===== config.mk =====
export PLATFORM = sky130hd
export DESIGN_NAME = fetch_instruction
export DESIGN_NICKNAME = d
export VERILOG_FILES = /design/src/rtl/fetch_instruction.sv
export SDC_FILE = /design/constraint.sdc
export NUM_CORES = 1
export LEC_CHECK = 0
export BUFFER_PORTS_ARGS = -buffer_cell sky130_fd_sc_hd__buf_4
export CELL_PAD_IN_SITES_DETAIL_PLACEMENT = 0
export CELL_PAD_IN_SITES_GLOBAL_PLACEMENT = 1
export CORE_ASPECT_RATIO = 1.5
export CORE_UTILIZATION = 41
export CTS_BUF_LIST = sky130_fd_sc_hd__clkbuf_4 sky130_fd_sc_hd__clkbuf_8
export DETAILED_ROUTE_END_ITERATION = 10
export GPL_ROUTABILITY_DRIVEN = 0
export GPL_TIMING_DRIVEN = 0
export PLACE_DENSITY_LB_ADDON = 0.1
export SYNTH_ARGS = -nofsm -noshare
export SYNTH_HDL_FRONTEND = slang
export SYNTH_SLANG_ARGS = --single-unit

===== constraint.sdc =====
create_clock -name clk -period 2.4 [get_ports clk]
set_clock_uncertainty 0.2 [all_clocks]
set_input_delay 0.24 -clock clk [delete_from_list [all_inputs] [get_ports clk]]
set_output_delay 0.24 -clock clk [all_outputs]
set_load 0.005 [all_outputs]

===== src/rtl/fetch_instruction.sv =====
// fetch_instruction: instruction fetch stage with PC, request/ready imem port,
// one-entry delivery buffer, redirect handling, HALT stop and sticky error flag.
`default_nettype none

module fetch_instruction #(
    parameter logic [15:0] RESET_PC  = 16'h0000,
    parameter int unsigned TIMEOUT   = 15,
    parameter logic [15:0] NOP_INSTR = 16'h0800
) (
    input  logic        clk,
    input  logic        rst,
    input  logic        stall,
    input  logic        redirect,
    input  logic [15:0] redirect_pc,
    input  logic        imem_rdy,
    input  logic [15:0] imem_rdata,
    output logic        imem_req,
    output logic [15:0] imem_addr,
    output logic [15:0] instruction,
    output logic [15:0] pc_plus2,
    output logic        instr_valid,
    output logic        halted,
    output logic        err
);

    typedef enum logic [1:0] {
        FETCH   = 2'd0,
        DELIVER = 2'd1,
        HALTED  = 2'd2
    } state_t;

    localparam logic [7:0]  TIMEOUT_CNT = 8'(TIMEOUT);
    localparam logic [4:0]  HALT_OPCODE = 5'b00000;
    localparam logic [15:0] PC_STEP     = 16'd2;

    state_t      state, state_next;
    logic [15:0] pc, pc_next;
    logic        req, req_next;
    logic [15:0] instr_buf, instr_buf_next;
    logic [15:0] pc_plus2_q, pc_plus2_next;
    logic        valid, valid_next;
    logic        halted_q, halted_next;
    logic        err_q, err_next;
    logic [7:0]  wait_cnt, wait_cnt_next;
    logic [7:0]  wait_cnt_inc;

    assign wait_cnt_inc = wait_cnt + 8'd1;

    always_ff @(posedge clk or negedge rst) begin
        if (!rst) begin
            state      <= FETCH;
            pc         <= RESET_PC;
            req        <= 1'b0;
            instr_buf  <= NOP_INSTR;
            pc_plus2_q <= RESET_PC + PC_STEP;
            valid      <= 1'b0;
            halted_q   <= 1'b0;
            err_q      <= 1'b0;
            wait_cnt   <= 8'd0;
        end else begin
            state      <= state_next;
            pc         <= pc_next;
            req        <= req_next;
            instr_buf  <= instr_buf_next;
            pc_plus2_q <= pc_plus2_next;
            valid      <= valid_next;
            halted_q   <= halted_next;
            err_q      <= err_next;
            wait_cnt   <= wait_cnt_next;
        end
    end

    always_comb begin
        state_next     = state;
        pc_next        = pc;
        req_next       = req;
        instr_buf_next = instr_buf;
        pc_plus2_next  = pc_plus2_q;
        valid_next     = valid;
        halted_next    = halted_q;
        err_next       = err_q;
        wait_cnt_next  = wait_cnt;

        case (state)
            FETCH: begin
                if (redirect) begin
                    state_next    = FETCH;
                    pc_next       = {redirect_pc[15:1], 1'b0};
                    req_next      = 1'b1;
                    valid_next    = 1'b0;
                    wait_cnt_next = 8'd0;
                    if (redirect_pc[0]) err_next = 1'b1;
                end else if (req && imem_rdy) begin
                    // A response only counts against an outstanding request.
                    state_next     = DELIVER;
                    instr_buf_next = imem_rdata;
                    pc_plus2_next  = pc + PC_STEP;
                    valid_next     = 1'b1;
                    req_next       = 1'b0;
                    wait_cnt_next  = 8'd0;
                end else begin
                    req_next = 1'b1;
                    if (req) begin
                        if (wait_cnt < TIMEOUT_CNT) wait_cnt_next = wait_cnt_inc;
                        if (wait_cnt_inc == TIMEOUT_CNT) err_next = 1'b1;
                    end
                end
            end
            DELIVER: begin
                if (redirect) begin
                    state_next    = FETCH;
                    pc_next       = {redirect_pc[15:1], 1'b0};
                    req_next      = 1'b1;
                    valid_next    = 1'b0;
                    wait_cnt_next = 8'd0;
                    if (redirect_pc[0]) err_next = 1'b1;
                end else if (!stall) begin
                    valid_next = 1'b0;
                    if (instr_buf[15:11] == HALT_OPCODE) begin
                        state_next  = HALTED;
                        halted_next = 1'b1;
                        req_next    = 1'b0;
                    end else begin
                        state_next = FETCH;
                        pc_next    = pc + PC_STEP;
                        req_next   = 1'b1;
                    end
                end
            end
            HALTED: begin
                req_next   = 1'b0;
                valid_next = 1'b0;
            end
            default: begin
                state_next = FETCH;
                req_next   = 1'b0;
                valid_next = 1'b0;
            end
        endcase
    end

    assign imem_req    = req;
    assign imem_addr   = pc;
    assign instruction = valid ? instr_buf : NOP_INSTR;
    assign pc_plus2    = pc_plus2_q;
    assign instr_valid = valid;
    assign halted      = halted_q;
    assign err         = err_q;

endmodule

`default_nettype wire


==> flow_metrics.tcl, run 1 <==
set metrics [dict create \
    synth_edf_count 0 \
    synthArstFlopShare_pct 100.0 \
    synth_xor_area_share_pct 3.907 \
    via_per_inst 5.122 \
    critPathRequiredTime_ns 2.40 \
    final_util_pct 59.81 \
    setup.worst_path.end_class "flip-flop" \
    min_period_ns 2.227 \
    track_usage_pct 21.76 \
    period_share_pct 92.78 \
    boundaryPins 89 \
    whs_ns 0.01693 \
    clock_sinks 60 \
    yosys.area_share.adder_pct 1.196 \
    grt_pass1_wl_um 13120 \
    arrival_ns 2.22 \
    critPathKind "in2reg" \
    root_buffer "clkbuf_8" \
    die_area_um2 8015 \
    critPathMaxFanout 10 \
    pwr-share-seq_pct 39.0 \
    synth-simple-area-share_pct 17.74 \
    grt_max_degree 61 \
    postSynthAreaPerCell_um2 10.19 \
    rows 38 \
    placed_cell_area_um2 3905 \
    cts_hold_buf 22 \
    cts_tree "built" \
    synth_compound_area_share_pct 16.11 \
    power.internal_w 0.002970 \
    cts_setup_buffers 0 \
    ff2ff_setup_slack_ns 0.31 \
    routedWlPerCell_um 15.17 \
    timing.final.ws_setup_ns 0.1733 \
    detail-route-antenna-nets 0 \
    synth_area_um2 3138 \
    setup_viol_count_final 0 \
    antenna_found_initial 0 \
    dp_slack_ns 0.3260 \
    clk_pin_slew_ns 0.06 \
    dr_total_vias 2725 \
    outcome "finished clean" \
    ff_latch_area_um2 1504 \
    p_comb_share_pct 34.1 \
    multi_input_area_um2 1463 \
    ys.flop_type "dfrtp_1" \
    cts_htree_levels 3 \
    r2r_end "pc_plus2[12]" \
    grt_overflow_total 0 \
    insertion_delay_ns 0.33 \
    dp_hpwl_um 5588 \
    ir_drop_mv 0.5021 \
    finalHoldViolCount 0 \
    tns_ns 0 \
    dr.pass1.iters 5 \
    die_h_um 109.1 \
    cts_resized 0 \
    power.switching_w 0.001339 \
    area_growth_pct 39.55 \
    startpoint "redirect" \
    critPathLaunchType "primary input" \
    swShare_pct 31.08 \
    r2r_start "state[1]" \
    synth_top_family_by_area "simple AND/OR/NAND/NOR gates" \
    antenna_cells 0 \
    post_route_cells_drive_above_1_share_pct 35.42 \
    rsz0062_at_grt "no" \
    max_freq_mhz 449.1 \
    pwr-share-clk_pct 26.9 \
    initial_utilization_pct 42.86 \
    port_buffers 85 \
    stdcell_area_um2 4379 \
    yosysSeqAreaShare_pct 47.93 \
    maxSlewViolCount 0 \
    cts_buffers 9 \
    grt_pass1_vias 2648 \
    cts_buffer_depth 2 \
    power_density_nw_per_um2 984.1 \
    final_nets 467 \
    r2r.worst_path.cells 7 \
    synth.distinct_cells 46 \
    crit_end "pc_plus2[12]" \
    drv_cap 0 \
    die_w_um 73.43 \
    total_leakage_power_nw 1.915 \
    coreArea_um2 7322 \
    max_slew_margin_pct 46.81 \
    synthMuxAreaShare_pct 7.416 \
    drc 0 \
    ys_seq_elements 60 \
    yosysWarnings 0 \
    fill_cells 705 \
    syn-instance-count 308 \
    wl_um 8070 \
    initialDrtViolationCount 160 \
    hp-class "in2reg" \
    tightest_slew_ns 0.7979 \
]
==> layout make-up <==
cell class / count / area share [%]
Clock buffer: 12 / 3.629
Inverter: 10 / 0.8571
Sequential cell: 60 / 34.34
Clock inverter: 4 / 2.171
Tap cell: 100 / 2.857
Multi-Input combinational cell: 222 / 33.40
Timing Repair Buffer: 107 / 19.60
Buffer: 17 / 3.143
==> logic make-up after synthesis <==
kind of cell,count (synthesis)
and+or+nand+nor,107
AOI/OAI and AO/OA,75
DFF,60
buffers and inverters,27
muxes,21
xor gates and xnor gates,14
adders and majority gates,3
other,1
==> worst min path at each step <==
stage,to,slack [ns],depth (start not counted),startpoint
after global placement,instr_buf[5],0.17,1,rst
after detailed placement,instr_buf[5],0.17,1,rst
after CTS,imem_addr[12],0.009,3,redirect_pc[12]
after floorplan,err,-0.26,0,rst
after global routing,imem_addr[7],0.02,3,redirect_pc[7]
final,imem_addr[12],0.02,3,redirect_pc[12]
==> stage by stage <==
| stage | total power (W) | instances |
|---|---|---|
| after floorplan | 0.002450 | 309 |
| after global placement | 0.003120 | 494 |
| after detailed placement | 0.003158 | 494 |
| after CTS | 0.004359 | 532 |
| after global routing | 0.004605 | 532 |
| final | 0.004310 | 532 |
==> power by group through the flow <==
| stage | registers, W | logic [W] | clock network, W |
|---|---|---|---|
| detailed placement | 0.00170 | 0.00145 | 0 |
| global placement | 0.00169 | 0.00143 | 0 |
| CTS | 0.00169 | 0.00149 | 0.00118 |
| global route | 0.00174 | 0.00164 | 0.00123 |
| finish | 0.00168 | 0.00147 | 0.00116 |
| floorplan | 0.00165 | 0.000799 | 0 |
==> cell usage in the layout (no fill, tap or decap), types with 6 or more instances in the layout <==
cell type / count
clkbuf_8: 14
a21oi_1: 27
dfrtp_1: 58
inv_1: 10
nand3_1: 13
o21ai_0: 13
nand2_1: 27
dlygate4sd3_1: 22
xor2_1: 9
o22ai_1: 8
a21oi_2: 6
nor2_1: 27
buf_4: 91
and2_1: 15
mux2_2: 18
==> synthesized netlist by cell type (all sizes together) (2+ instances only) <==
cell type  number  share of area (%)
o21ai          13                2.1
and4            4                1.1
o32ai           3                1.4
a21o            2               0.48
o22ai           8                1.6
nor2           29                3.9
o31ai           2               0.48
nand3          13                2.1
dfrtp          58                 46
clkbuf          4                1.4
mux2i           3               0.96
nand2b          5                1.2
xnor2           5                1.4
a2bb2oi         3               0.84
and2           16                3.2
a31oi           6                1.7
buf            13                3.0
inv            10                1.2
xor2            9                2.5
ha              3                1.2
nand4           4                1.0
nor2b           3               0.60
mux2           18                6.5
nand2          27                3.2
nor3            3               0.48
a21oi          33                6.0
dfstp           2                1.7
==> sequential cells by signal (all words and copies together) (netlist names) <==
register     flops
pc_plus2        15
state            2
err              1
imem_addr       15
instr_buf       16
wait_cnt         8
instr_valid      1
halted           1
imem_req         1
==> metal layers <==
layer / track usage (%) / wire length [µm]
met1: 27.14 / 3407
met2: 37.83 / 4192
met3: 4.529 / 363
met4: 5.907 / 106
met5: 0 / 0
==> worst max-delay path, stage by stage <==
cell and delay (ns):
dlygate4sd3_1 0.56, clkbuf_8 0.18, nor2_4 0.28, and3_1 0.21
buf_4 0.17, buf_4 0.21, buf_2 0.27, a21oi_1 0.10
No activity file was read; power rests on OpenSTA's default activity.
==> inputs of run 2 (changes only) <==
- CORE_UTILIZATION: 41 -> 39
- CTS_BUF_LIST: sky130_fd_sc_hd__clkbuf_4 sky130_fd_sc_hd__clkbuf_8 -> unset
==> flow_metrics.tcl, run 2 (synthesized netlist as in run 1, its figures left out) <==
set metrics [dict create \
    cts_tree "built" \
    critPathRequiredTime_ns 2.42 \
    arrival_ns 2.17 \
    outcome "finished clean" \
    grt_pass1_vias 2629 \
    root_buffer "clkbuf_16" \
    critPathKind "in2reg" \
    antenna_found_initial 0 \
    area_growth_pct 41.63 \
    cts_buffer_depth 2 \
    finalNonFillerCells 533 \
    tightest_slew_ns 0.7713 \
    detail-route-antenna-nets 0 \
    ff2ff_setup_slack_ns 0.36 \
    initialDrtViolationCount 146 \
    insertion_delay_ns 0.34 \
    r2r_end "instr_buf[9]" \
    ir_drop_mv 0.4543 \
    final_common_cell "buf_4" \
    dp_slack_ns 0.3423 \
    critPathMaxFanout 10 \
    ff_latch_area_um2 1504 \
    total_leakage_power_nw 1.928 \
    grt_overflow_total 0 \
    period_share_pct 89.48 \
    multi_input_area_um2 1463 \
    wl_um 8013 \
    maxSlewViolCount 0 \
    antenna_cells 0 \
    track_usage_pct 20.74 \
    rsz0062_at_grt "no" \
    cts_resized 0 \
    placedCellCount 496 \
    dp_hpwl_um 5611 \
    max_slew_margin_pct 48.58 \
    post_route_cells_drive_above_1_share_pct 35.50 \
    setup_viol_count_final 0 \
    drc 0 \
    critPathLaunchType "primary input" \
    drv_cap 0 \
    boundaryPins 89 \
    power_density_nw_per_um2 1029 \
    port_buffers 85 \
    clk_pin_slew_ns 0.05 \
    cts_setup_buffers 0 \
    whs_ns 0.01355 \
    finalHoldViolCount 0 \
    r2r.worst_path.cells 6 \
    dr.pass1.iters 4 \
    worst_hold_startpoint "redirect_pc[1]" \
    initial_utilization_pct 40.70 \
    dr_total_vias 2692 \
    die_w_um 75.24 \
    regMostFlops "instr_buf" \
    tns_ns 0 \
    startpoint "redirect" \
    largest_register_ff_count 16 \
    final_nets 466 \
    rows 39 \
    cts_buffers 9 \
    via_per_inst 5.051 \
    fill_cells 711 \
    coreArea_um2 7710 \
    cts_htree_levels 3 \
    die_area_um2 8416 \
    final_cell_mix "buf_4, dfrtp_1, nor2_1, nand2_1, a21oi_1" \
    setup.worst_path.end_class "flip-flop" \
    die_h_um 111.9 \
    clock_sinks 60 \
    timing.final.ws_setup_ns 0.2524 \
    grt_max_degree 61 \
    r2r_start "state[1]" \
    min_period_ns 2.148 \
    crit_end "instr_buf[9]" \
    cts_hold_buf 21 \
    max_freq_mhz 465.6 \
    routedWlPerCell_um 15.03 \
    hp-class "in2reg" \
    grt_pass1_wl_um 12880 \
]
## run 2: cell count changes in the layout (fill, tap and decap cells not counted)
| cell | before | now |
|---|---|---|
| bufinv_16 | 3 | 2 |
| clkbuf_16 | 0 | 9 |
| clkbuf_4 | 1 | 0 |
| clkbuf_8 | 14 | 4 |
| clkinvlp_4 | 0 | 3 |
| dlygate4sd3_1 | 22 | 21 |
## run 2: report_power, final
part	leakage, nW	internal, W	switching (W)	total [W]
clock	0.151	0.000934	0.000479	0.00141
sequential	0.688	0.00138	0.000300	0.00168
combinational	1.09	0.000834	0.000644	0.00148
total	1.93	0.00315	0.00142	0.00457
## run 2: layer usage
layer	GRT usage, %	up-vias	wire [µm]
met3	4.615	13	420
met2	33.33	70	3973
li1	-	1320	-
met4	9.877	0	204
met1	25.89	1289	3415
met5	0	-	0
## run 2: area by class of cell
class | instances | area share (%)
multi-input cells | 222 | 32.91
flip-flops and latches | 60 | 33.84
inverters | 10 | 0.8446
well taps | 102 | 2.872
repair buffers | 106 | 19.09
plain buffers | 17 | 3.097
clock inverters | 6 | 1.971
clock buffers | 10 | 5.377
## run 2: stage by stage
stage	area [µm²]	total power [W]	utilization, %
CTS	4444	0.004627	57.64
floorplan	3142	0.002450	-
global placement	3908	0.003134	50.68
global route	4444	0.004864	57.64
finish	4444	0.004572	57.64
detailed placement	3908	0.003172	50.68
## run 2: worst min path at each step
stage | to | cells past startpoint | slack [ns]
CTS | imem_addr[1] | 3 | 0.006
detailed placement | instr_buf[4] | 1 | 0.17
floorplan | err | 0 | -0.26
global placement | instr_buf[4] | 1 | 0.18
finish | imem_addr[1] | 3 | 0.01
global route | imem_addr[1] | 3 | 0.02
## run 2: critical path: stages
cell and delay (ns):
dlygate4sd3_1 0.54, clkbuf_8 0.17, nor2_4 0.28, and3_1 0.20
buf_4 0.17, buf_4 0.20, mux2_2 0.35
==> inputs of run 3 (changes only) <==
- CELL_PAD_IN_SITES_DETAIL_PLACEMENT: 0 -> 1
==> flow_metrics.tcl, run 3 (synthesized netlist as in run 1, its figures left out) <==
set metrics [dict create \
    outcome "finished clean" \
    detail-route-antenna-nets 0 \
    final_cell_mix "buf_4, dfrtp_1, nor2_1, nand2_1, a21oi_1" \
    boundaryPins 89 \
    grt_max_degree 61 \
    drc 0 \
    initial_utilization_pct 40.70 \
    cts_setup_buffers 0 \
    cp_common_cell "buf_4" \
    post_route_cells_drive_above_1_share_pct 35.35 \
    tightest_slew_ns 0.8018 \
    area_growth_pct 42.11 \
    critPathRequiredTime_ns 2.42 \
    dr.pass1.iters 4 \
    max_freq_mhz 460.7 \
    die_h_um 111.9 \
    critPathSlowestCell "dlygate4sd3_1" \
    via_per_inst 5.212 \
    cp_cell_sequence "dlygate4sd3_1 -> clkbuf_8 -> nor2_4 -> and3_1 -> buf_4 -> buf_4 -> mux2_2" \
    grt_pass1_vias 2930 \
    cts_resized 0 \
    die_area_um2 8416 \
    port_buffers 85 \
    final_common_cell "buf_4" \
    die_w_um 75.24 \
    rows 39 \
    final_nets 465 \
    arrival_ns 2.19 \
    wl_um 9244 \
    insertion_delay_ns 0.33 \
    min_period_ns 2.170 \
    max_slew_margin_pct 46.55 \
    coreArea_um2 7710 \
    routedWlPerCell_um 17.38 \
    total_leakage_power_nw 1.946 \
    cts_htree_levels 3 \
    root_buffer "clkbuf_16" \
    crit_buf_inv 4 \
    antenna_cells 0 \
    final_util_pct 57.84 \
    critPathKind "in2reg" \
    placed_cell_area_um2 3908 \
    track_usage_pct 23.92 \
    clock_sinks 60 \
    maxSlewViolCount 0 \
    cts_buffer_depth 2 \
    stdcell_area_um2 4459 \
    drv_cap 0 \
    dr_total_vias 2773 \
    cts_buffers 9 \
    hp-class "in2reg" \
    initialDrtViolationCount 109 \
    tns_ns 0 \
    dp_hpwl_um 6303 \
    power_density_nw_per_um2 1066 \
    largest_register_ff_count 16 \
    period_share_pct 90.44 \
    ir_drop_mv 0.5133 \
    finalHoldViolCount 0 \
    critPathMaxFanout 10 \
    antenna_found_initial 0 \
    regMostFlops "instr_buf" \
    grt_overflow_total 0 \
    path_delay_family "buffers and inverters" \
    setup_viol_count_final 0 \
    cts_tree "built" \
    ff2ff_setup_slack_ns 0.34 \
    grt_pass1_wl_um 14630 \
    setup.worst_path.end_class "flip-flop" \
    rsz0062_at_grt "no" \
    slowest_delay_ns 0.55 \
    critPathLaunchType "primary input" \
    clk_pin_slew_ns 0.05 \
]
## run 3: cell count changes in the layout (fill, tap and decap cells not counted)
cell,delta
clkbuf_8,+1
dlygate4sd3_1,-1
clkinvlp_4,-3
clkbuf_1,+1
bufinv_16,+1
## run 3: power by group
part	internal [W]	leakage [nW]	switching (W)	total, W
Combinational	0.000835	1.09	0.000696	0.00153
Sequential	0.00138	0.688	0.000309	0.00169
Clock	0.00107	0.173	0.000462	0.00153
## run 3: worst paths after layout
check	from	end	cells past startpoint
max in group asynchronous	rst	pc_plus2[10]	2
min in group asynchronous	rst	instr_buf[4]	2
min reg2reg	halted	halted	1
max	redirect	instr_buf[13]	7
max reg2reg	imem_addr[1]	pc_plus2[9]	6
min	redirect_pc[2]	imem_addr[2]	3
## run 3: per-stage QoR
step                      instances  hold WS (ns)  setup WS (ns)  power (W)
after floorplan                 309       -0.2556         0.6002   0.002450
after global placement          496        0.1778         0.3609   0.003134
after detailed placement        496        0.1692         0.3250   0.003205
after CTS                       532      0.007353         0.2320   0.004796
after global routing            532      0.008671         0.1567   0.005026
final                           532       0.01219         0.2295   0.004754
## run 3: final cells by class
cell class	instances	area, µm²
clock inverters	4	95.09
flip-flops and latches	60	1504
plain buffers	17	137.6
multi-input cells	222	1463
fillers	889	3251
clock buffers	12	256.5
repair buffers	105	838.3
well taps	102	127.6
inverters	10	37.54
## run 3: layer usage
metal	vias up	part of all wire (%)	track usage, %	wire [µm]
met3	13	4.5	5.520	415
met2	68	53	41.50	4917
li1	1313	-	-	-
met5	-	0	0	0
met4	0	1.6	9.506	152
met1	1379	41	27.66	3758
## run 3: timing repair
action                                 in CTS  in global routing
hold buffers                               20                  0
setup endpoints to repair                   0                  0
endpoints found under the hold margin      77                  0
## run 3: tightest hold or removal path: stages
cell,delay [ns]
buf_4,0.11
nand2_1,0.06
a31oi_1,0.09
